--- config.mk ---
export PLATFORM = sky130hd
export DESIGN_NAME = seq_adder
export DESIGN_NICKNAME = d
export VERILOG_FILES = /design/src/rtl/seq_adder_pkg.sv /design/src/rtl/seq_adder_chunk_adder.sv /design/src/rtl/seq_adder.sv
export SDC_FILE = /design/constraint.sdc
export NUM_CORES = 1
export LEC_CHECK = 0
export ABC_CLOCK_PERIOD_IN_PS = 4540
export CAP_MARGIN = 20
export CORE_MARGIN = 1
export CORE_UTILIZATION = 45
export CTS_CLUSTER_DIAMETER = 120
export DETAILED_ROUTE_END_ITERATION = 12
export GPL_TIMING_DRIVEN = 1
export PLACE_DENSITY = 0.71
export SYNTH_ARGS = -nofsm -noshare
export SYNTH_HDL_FRONTEND = slang
export SYNTH_SLANG_ARGS = --single-unit
--- constraint.sdc ---
create_clock -name clk -period 4.54 [get_ports clk]
set_input_delay 0.681 -clock clk [delete_from_list [all_inputs] [get_ports clk]]
set_output_delay 0.681 -clock clk [all_outputs]
set_load 0.05 [all_outputs]
--- src/rtl/seq_adder_pkg.sv ---
`default_nettype none
// ------------------------------------------------------------------
// seq_adder_pkg : state encoding and index sizing for seq_adder
// Rev 1.0
// ------------------------------------------------------------------
package seq_adder_pkg;

  typedef enum logic [1:0] {
    IDLE = 2'd0,
    RUN  = 2'd1,
    DONE = 2'd2
  } state_t;

  // Index register width: clog2 of the chunk count, never narrower than 1 bit.
  function automatic int idx_width(input int n);
    return (n > 1) ? $clog2(n) : 1;
  endfunction

endpackage
`default_nettype wire

--- src/rtl/seq_adder_chunk_adder.sv ---
`default_nettype none
// ------------------------------------------------------------------
// chunk_adder : combinational W-bit ripple adder with carry in/out
// Rev 1.0
// ------------------------------------------------------------------
module chunk_adder #(
  parameter int W = 1
) (
  input  logic [W-1:0] a,
  input  logic [W-1:0] b,
  input  logic         cin,
  output logic [W-1:0] sum,
  output logic         cout
);

  logic [W:0] w_carry;

  always_comb begin
    w_carry    = '0;
    sum        = '0;
    w_carry[0] = cin;
    for (int i = 0; i < W; i++) begin
      sum[i]       = a[i] ^ b[i] ^ w_carry[i];
      w_carry[i+1] = (a[i] & b[i]) | (w_carry[i] & (a[i] ^ b[i]));
    end
    cout = w_carry[W];
  end

endmodule
`default_nettype wire

--- src/rtl/seq_adder.sv ---
`default_nettype none
// ------------------------------------------------------------------
// seq_adder : multi-cycle adder, CHUNK bits per clock, valid/ready I/O
// Rev 1.0
// ------------------------------------------------------------------
module seq_adder
  import seq_adder_pkg::*;
#(
  parameter int WIDTH = 8,
  parameter int CHUNK = 2
) (
  input  logic             clk,
  input  logic             rst_n,
  input  logic             in_valid,
  output logic             in_ready,
  input  logic [WIDTH-1:0] a,
  input  logic [WIDTH-1:0] b,
  input  logic             cin,
  output logic             out_valid,
  input  logic             out_ready,
  output logic [WIDTH-1:0] sum,
  output logic             cout,
  output logic             ovf
);

  localparam int NCHUNK = WIDTH / CHUNK;
  localparam int IW     = idx_width(NCHUNK);
  localparam logic [IW-1:0] c_last_idx = IW'(NCHUNK - 1);

  generate
    if (CHUNK < 1 || CHUNK > WIDTH || (WIDTH % CHUNK) != 0) begin : g_bad_cfg
      $error("seq_adder: CHUNK must divide WIDTH and lie in 1..WIDTH");
    end
  endgenerate

  state_t           r_state;
  logic [IW-1:0]    r_idx;
  logic             r_carry;
  logic [WIDTH-1:0] r_a;
  logic [WIDTH-1:0] r_b;
  logic [CHUNK-1:0] w_csum;
  logic             w_ccout;
  logic             w_accept;

  assign in_ready = (r_state == IDLE) || (r_state == DONE && out_ready);
  assign w_accept = in_ready && in_valid;

  chunk_adder #(.W(CHUNK)) u_chunk (
    .a    (r_a[r_idx*CHUNK +: CHUNK]),
    .b    (r_b[r_idx*CHUNK +: CHUNK]),
    .cin  (r_carry),
    .sum  (w_csum),
    .cout (w_ccout)
  );

  always_ff @(posedge clk or negedge rst_n) begin
    if (!rst_n) begin
      r_state   <= IDLE;
      r_idx     <= '0;
      r_carry   <= 1'b0;
      r_a       <= '0;
      r_b       <= '0;
      sum       <= '0;
      cout      <= 1'b0;
      ovf       <= 1'b0;
      out_valid <= 1'b0;
    end else begin
      case (r_state)
        RUN: begin
          sum[r_idx*CHUNK +: CHUNK] <= w_csum;
          r_carry <= w_ccout;
          if (r_idx == c_last_idx) begin
            // The final chunk carries the sum MSB, so overflow is resolved here.
            r_state   <= DONE;
            out_valid <= 1'b1;
            cout      <= w_ccout;
            ovf       <= (r_a[WIDTH-1] == r_b[WIDTH-1]) && (w_csum[CHUNK-1] != r_a[WIDTH-1]);
          end else begin
            r_idx <= r_idx + IW'(1);
          end
        end
        DONE: begin
          if (out_ready) begin
            out_valid <= 1'b0;
            r_state   <= IDLE;
          end
        end
        default: r_state <= IDLE;
      endcase

      // Accept overrides the DONE->IDLE move to give back-to-back operation.
      if (w_accept) begin
        r_a     <= a;
        r_b     <= b;
        r_carry <= cin;
        r_idx   <= '0;
        r_state <= RUN;
      end
    end
  end

endmodule
`default_nettype wire
==> run_results.csv, run 1 <==
group,metric,value,unit
sta,min_period_over_period,0.6569,
critical_path,path_cells,"clkdlybuf4s50_1, and2b_4, nor2_1, clkdlybuf4s50_1",
outcome,run_status,"completed",
cts,htree_levels,2,
critical_path,critical_path_class,"primary input to output pin",
sta,worst_slack,1.558,ns
finish,synthToLayoutAreaGrowth,26.57,%
cts,numCtsBuffers,5,
cts,path_clk_slew,0.10,ns
detailed_routing,drc_errors,0,
pwr,power_density,766.3,nW/um2
detailed_routing,drtAntennaViolNets,0,
place,place_area,1938,um2
place,dp_slack,1.549,ns
sta,rsz0062_at_grt,"no",
cts,cts_setup_buffers,0,
global_route,grt_pass1_wl,4533,um
critical_path,crit_slowest_cell,"clkdlybuf4s50_1",
cts,cts_tree,"built",
global_route,grt_overflow_total,0,
sta,finalClockSkew,0.008562,ns
critical_path,crit_family,"buffers and inverters",
finish,stdcell_area,1997,um2
worst_hold_path,hold_path_depth,2,
die,ios,33,
critical_path,crit_start,"out_ready",
detailed_routing,vias,979,
logic_synthesis,synthCells,109,
global_route,antenna_found_initial,0,
cts,cts.sinks,32,
global_route,grt_pass1_vias,991,
detailed_routing,initialDrtViolationCount,26,
worst_hold_path,worstHoldPathType,"flip-flop to flip-flop",
sta,min_period,2.982,ns
critical_path,r2r-start,"r_idx[0]",
global_route,grtUsageTotal,0.1762,
cts,postCtsResizedCells,0,
finish,fin_nets,175,
logic_synthesis,synthesis.area,1578,um2
logic_synthesis,avgSynthCellArea,14.47,um2
detailed_routing,wirelength,2729,um
sta,finalMaxSlewViolations,0,
finish,fill_cells,292,
detailed_routing,vias_per_cell,5.073,
logic_synthesis,yosys_warnings,0,
die,core_area,3337,um2
critical_path,critical_path_required,3.86,ns
sta,setup_tns,0,ns
logic_synthesis,synth_fp_nets,138,
finish,final_cell_mix,"dfrtp_1, clkdlybuf4s50_1, mux2_4, mux2_2",
finish,n_antenna_cell,0,
die,num_rows,21,
die,start_util,0.4728,
place,io_buffers,32,
place,post-dp-hpwl,2030,um
critical_path,slowest_delay,0.80,ns
worst_hold_path,hold_start,"sum[3]",
global_route,grt_max_degree,33,
sta,setup_viol,0,
cts,root_buffer,"clkbuf_4",
critical_path,path_buf_inv,2,
cts,clk_path_buf_depth,2,
logic_synthesis,synth_seq_cells,32,
finish,layout-drive-gt1-share,0.2381,
pwr,max-vdd-ir-drop,0.2809,mV
critical_path,cp-end-kind,"output pin",
pwr,p_leak,0.0008493,uW
sta,tightestPinTransition,0.5459,ns
critical_path,start_kind,"primary input",
sta,fmax,335.3,MHz
critical_path,cp_max_fo,3,
die,dieArea,3747,um2
cts,holdBufCountCts,0,
pwr,finalPower,1530,uW
detailed_routing,wire_per_inst,14.14,um
logic_synthesis,ys_types,26,
sta,hold_violations,0,
die,die_h,61.21,um
detailed_routing,dr.pass1.iters,4,
critical_path,cp.depth,4,
die,die_x,61.21,um
logic_synthesis,yosysSeqAreaShare,0.5075,
sta,relSlewSlack,0.6361,
place,gp_congestion,0.7184,
critical_path,cp_common_cell,"clkdlybuf4s50_1",
critical_path,cp.arrival,2.30,ns
flow_run,cap_violations,0,
critical_path,ff2ff_path_depth,5,
cts,clk_latency,0.33,ns
through the flow:
step	hold slack, ns	cells	utilization
final	0.4937	193	0.5984
after global routing	0.5148	193	0.5984
after CTS	0.5030	193	0.5984
after detailed placement	0.4820	185	0.5808
after global placement	0.4620	185	0.5808
after floorplan	0.3854	109	-
layout make-up:
class | instances | area [um2] | share of cell area
Clock buffer | 8 | 58.81 | 0.02945
Tap cell | 46 | 57.56 | 0.02882
Timing Repair Buffer | 33 | 327.8 | 0.1642
Inverter | 4 | 15.01 | 0.007519
Multi-Input combinational cell | 70 | 737.0 | 0.3690
Sequential cell | 32 | 800.8 | 0.4010
Yosys cell counts:
| cell | number | area (um2) |
|---|---|---|
| mux2_2 | 10 | 112.6 |
| o22ai_1 | 2 | 12.51 |
| nor4_1 | 1 | 6.260 |
| mux4_2 | 4 | 90.09 |
| nand2b_2 | 1 | 8.760 |
| nand3_1 | 1 | 5.000 |
| o21ai_2 | 1 | 8.760 |
| buf_8 | 1 | 15.01 |
| mux2_4 | 10 | 150.1 |
| or3b_1 | 1 | 8.760 |
| a21oi_1 | 2 | 10.01 |
| nor4b_1 | 1 | 8.760 |
| a22o_1 | 4 | 35.03 |
| fa_1 | 2 | 40.04 |
| nand2b_1 | 2 | 12.51 |
| nand3b_1 | 6 | 45.04 |
| dfrtp_1 | 32 | 800.8 |
| nor2_8 | 1 | 20.02 |
| inv_1 | 4 | 15.01 |
| and2b_4 | 1 | 10.01 |
| nor2_1 | 2 | 7.510 |
| buf_2 | 2 | 10.01 |
| mux2i_1 | 1 | 10.01 |
| o31ai_1 | 5 | 37.54 |
| nand2_1 | 6 | 22.52 |
| ha_1 | 6 | 75.07 |
layer usage:
metal | global-route usage | wire [um] | vias to the layer above
li1 | - | - | 471
met4 | 0.08766 | 56 | 0
met2 | 0.2873 | 1338 | 30
met3 | 0.06303 | 123 | 4
met5 | 0 | 0 | -
met1 | 0.2063 | 1211 | 474
where the power goes:
group	total, uW	internal, uW	switching (uW)	leakage (uW)
clock	168	76.3	91.5	0.0000326
sequential	534	415	120	0.000397
combinational	828	410	418	0.000420
total	1530	901	629	0.000849
kinds of logic (layout without fill, tap and decap cells):
kind of cell | count (synthesis) | after routing | synth area share
compound gates | 14 | 14 | 0.06582
fa+ha+maj | 8 | 8 | 0.07296
buf+inv | 7 | 45 | 0.02537
flops | 32 | 32 | 0.5075
mux | 25 | 25 | 0.2300
simple gates | 23 | 23 | 0.09834
sequential cells by signal, indices dropped and copies added (netlist names):
name / flops
r_state: 2
sum: 8
out_valid: 1
r_b: 8
cout: 1
r_a: 8
r_carry: 1
r_idx: 2
ovf: 1
worst paths after layout:
check	to	slack, ns
setup / recovery	in_ready	1.56
hold / removal	sum[3]	0.49
setup reg to reg	sum[7]	1.74
hold reg to reg	sum[3]	0.49
max in group asynchronous	ovf	3.51
min in group asynchronous	sum[6]	0.74
worst register-to-register path, delay by kind of cell, from the launching register on:
kind,cells,cell delay [ns]
mux,1,0.60
simple gates,1,0.13
flops,1,0.70
fa+ha+maj,2,1.02
compound gates,1,0.27
(Power assumes the default switching activity.)
==> run 2: changes to the inputs <==
--- a/config.mk
+++ b/config.mk
@@ -5,14 +5,14 @@
 export SDC_FILE = /design/constraint.sdc
 export NUM_CORES = 1
 export LEC_CHECK = 0
-export ABC_CLOCK_PERIOD_IN_PS = 4540
+export ABC_CLOCK_PERIOD_IN_PS = 2700
 export CAP_MARGIN = 20
 export CORE_MARGIN = 1
 export CORE_UTILIZATION = 45
 export CTS_CLUSTER_DIAMETER = 120
 export DETAILED_ROUTE_END_ITERATION = 12
 export GPL_TIMING_DRIVEN = 1
-export PLACE_DENSITY = 0.71
+export PLACE_DENSITY = 0.74
 export SYNTH_ARGS = -nofsm -noshare
 export SYNTH_HDL_FRONTEND = slang
 export SYNTH_SLANG_ARGS = --single-unit
==> constraint.sdc (replaced) <==
create_clock -name clk -period 2.7 [get_ports clk]
set_input_delay 0.405 -clock clk [delete_from_list [all_inputs] [get_ports clk]]
set_output_delay 0.405 -clock clk [all_outputs]
set_load 0.05 [all_outputs]
==> run_results.csv, run 2 (same netlist as run 1, synthesis figures left out) <==
group,metric,value,unit
pwr,p_leak,0.0008559,uW
global_route,met3_usage,0.05672,
pwr,max-vdd-ir-drop,0.4680,mV
critical_path,r2r_end,"ovf",
finish,synthToLayoutAreaGrowth,26.57,%
finish,fin_nets,177,
place,gp_congestion,0.8203,
finish,final_common_cell,"dfrtp_1",
global_route,grt_pass1_vias,1013,
global_route,antenna_found_initial,0,
critical_path,cp.arrival,2.66,ns
critical_path,r2r_setup_slack,0.25,ns
global_route,grt_pass1_wl,4754,um
cts,cts_setup_buffers,0,
cts,numCtsBuffers,5,
critical_path,crit_slowest_cell,"mux4_2",
sta,hold_violations,0,
cts,clk_latency,0.32,ns
die,die_x,61.21,um
detailed_routing,drtAntennaViolNets,0,
sta,min_period_over_period,0.9064,
sta,setup_viol,0,
finish,final_cell_mix,"dfrtp_1, clkdlybuf4s50_1, mux2_4, mux2_2",
critical_path,critical_path_required,2.91,ns
detailed_routing,wirelength,2792,um
die,die_h,61.21,um
sta,rsz0062_at_grt,"no",
die,dieArea,3747,um2
critical_path,ff2ff_path_depth,6,
cts,clk_path_buf_depth,2,
critical_path,cp_max_fo,5,
global_route,grt_overflow_total,0,
die,ios,33,
critical_path,cp_common_cell,"fa_1",
die,start_util,0.4728,
place,post-dp-hpwl,2062,um
sta,fmax,408.6,MHz
cts,cts.sinks,32,
global_route,grt_max_degree,33,
worst_hold_path,worstHoldPathType,"primary input to asynchronous set/reset pin",
pwr,power_density,1286,nW/um2
critical_path,critical_path_class,"flip-flop to flip-flop",
pwr,power.switching,1072,uW
finish,largest_registers,"r_a (8), r_b (8), sum (8)",
critical_path,cp-end-kind,"flip-flop",
global_route,use_met2,0.2981,
pwr,pwr-share-comb,0.567,
pwr,clkPwrFrac,0.095,
critical_path,r2r-start,"r_idx[0]",
finish,fill_cells,288,
die,core_area,3337,um2
global_route,grtUsageTotal,0.1819,
sta,min_period,2.447,ns
die,num_rows,21,
cts,htree_levels,2,
cts,holdBufCountCts,0,
detailed_routing,drc_errors,0,
pwr,internal_power,1496,uW
detailed_routing,initialDrtViolationCount,28,
detailed_routing,dr.pass1.iters,2,
cts,postCtsResizedCells,0,
critical_path,path_buf_inv,0,
pwr,finalPower,2568,uW
finish,n_antenna_cell,0,
cts,root_buffer,"clkbuf_4",
place,io_buffers,32,
cts,path_clk_slew,0.09,ns
global_route,gr-max-usage-layer,"met2",
sta,finalMaxSlewViolations,0,
pwr,switching_share,0.4174,
detailed_routing,wire_per_inst,14.39,um
finish,layout-drive-gt1-share,0.2568,
finish,multiInputGateArea,737.0,um2
critical_path,slowest_delay,0.53,ns
pwr,p_seq_frac,0.338,
sta,setup_tns,0,ns
detailed_routing,vias_per_cell,5.237,
finish,regArea,800.8,um2
global_route,grt_util_met1,0.2305,
critical_path,start_kind,"flip-flop",
flow_run,cap_violations,0,
cts,cts_tree,"built",
outcome,run_status,"completed",
sta,relSlewSlack,0.6692,
sta,tightestPinTransition,0.4946,ns
sta,finalClockSkew,0.006429,ns
detailed_routing,vias,1016,
critical_path,path_cells,"mux4_2, fa_1, fa_1, nand2b_1, o22ai_1, mux2_2",
critical_path,crit_family,"adder cells",
-- run 2: cell types whose count changed in the layout (fill, tap and decap cells not counted), sizes merged --
cell           before  now
clkbuf              8    6
buf                 1    4
clkinv              0    1
clkdlybuf4s50      32   31
-- run 2: metrics by stage --
stage	cells	cell area, um2	utilization	hold WS, ns	worst slack (ns)
6_report	194	1997	0.5984	0.4759	0.2527
5_1_grt	194	1997	0.5984	0.4945	0.1542
4_1_cts	194	1997	0.5984	0.4802	0.2481
3_5_place_dp	187	1951	0.5846	0.4650	0.2517
3_3_place_gp	187	1951	0.5846	0.4613	0.3132
2_1_floorplan	109	1578	-	0.1094	0.1239
-- run 2: power by group through the flow --
| stage | Clock, uW | Sequential, uW | Combinational [uW] |
|---|---|---|---|
| 2_1_floorplan | 0 | 1010 | 947 |
| 3_3_place_gp | 0 | 870 | 1420 |
| 3_5_place_dp | 0 | 878 | 1460 |
| 4_1_cts | 257 | 867 | 1470 |
| 5_1_grt | 276 | 900 | 1590 |
| 6_report | 245 | 867 | 1460 |
-- run 2: worst max-delay path by stage --
stage	from	end	depth (start not counted)
after floorplan	r_idx[0]	ovf	7
after global placement	r_idx[0]	ovf	6
after detailed placement	r_idx[0]	ovf	6
after CTS	r_idx[0]	ovf	6
after global routing	r_idx[0]	sum[7]	5
final	r_idx[0]	ovf	6
-- run 2: cell type report --
class / instances / area share
flip-flops and latches: 32 / 0.4010
multi-input cells: 70 / 0.3690
repair buffers: 35 / 0.1704
well taps: 46 / 0.02882
clock buffers: 6 / 0.02068
inverters: 4 / 0.007519
clock inverters: 1 / 0.002506
-- run 2: per-layer routing --
metal / share of wire / vias to the layer above
li1: - / 475
met3: 0.039 / 4
met2: 0.49 / 29
met4: 0.0097 / 0
met5: 0 / -
met1: 0.46 / 508
-- run 2: worst register-to-register path: stages (launching register included) --
cell      delay [ns]
dfrtp_1         0.41
mux4_2          0.53
fa_1            0.42
fa_1            0.53
nand2b_1        0.11
o22ai_1         0.07
mux2_2          0.27
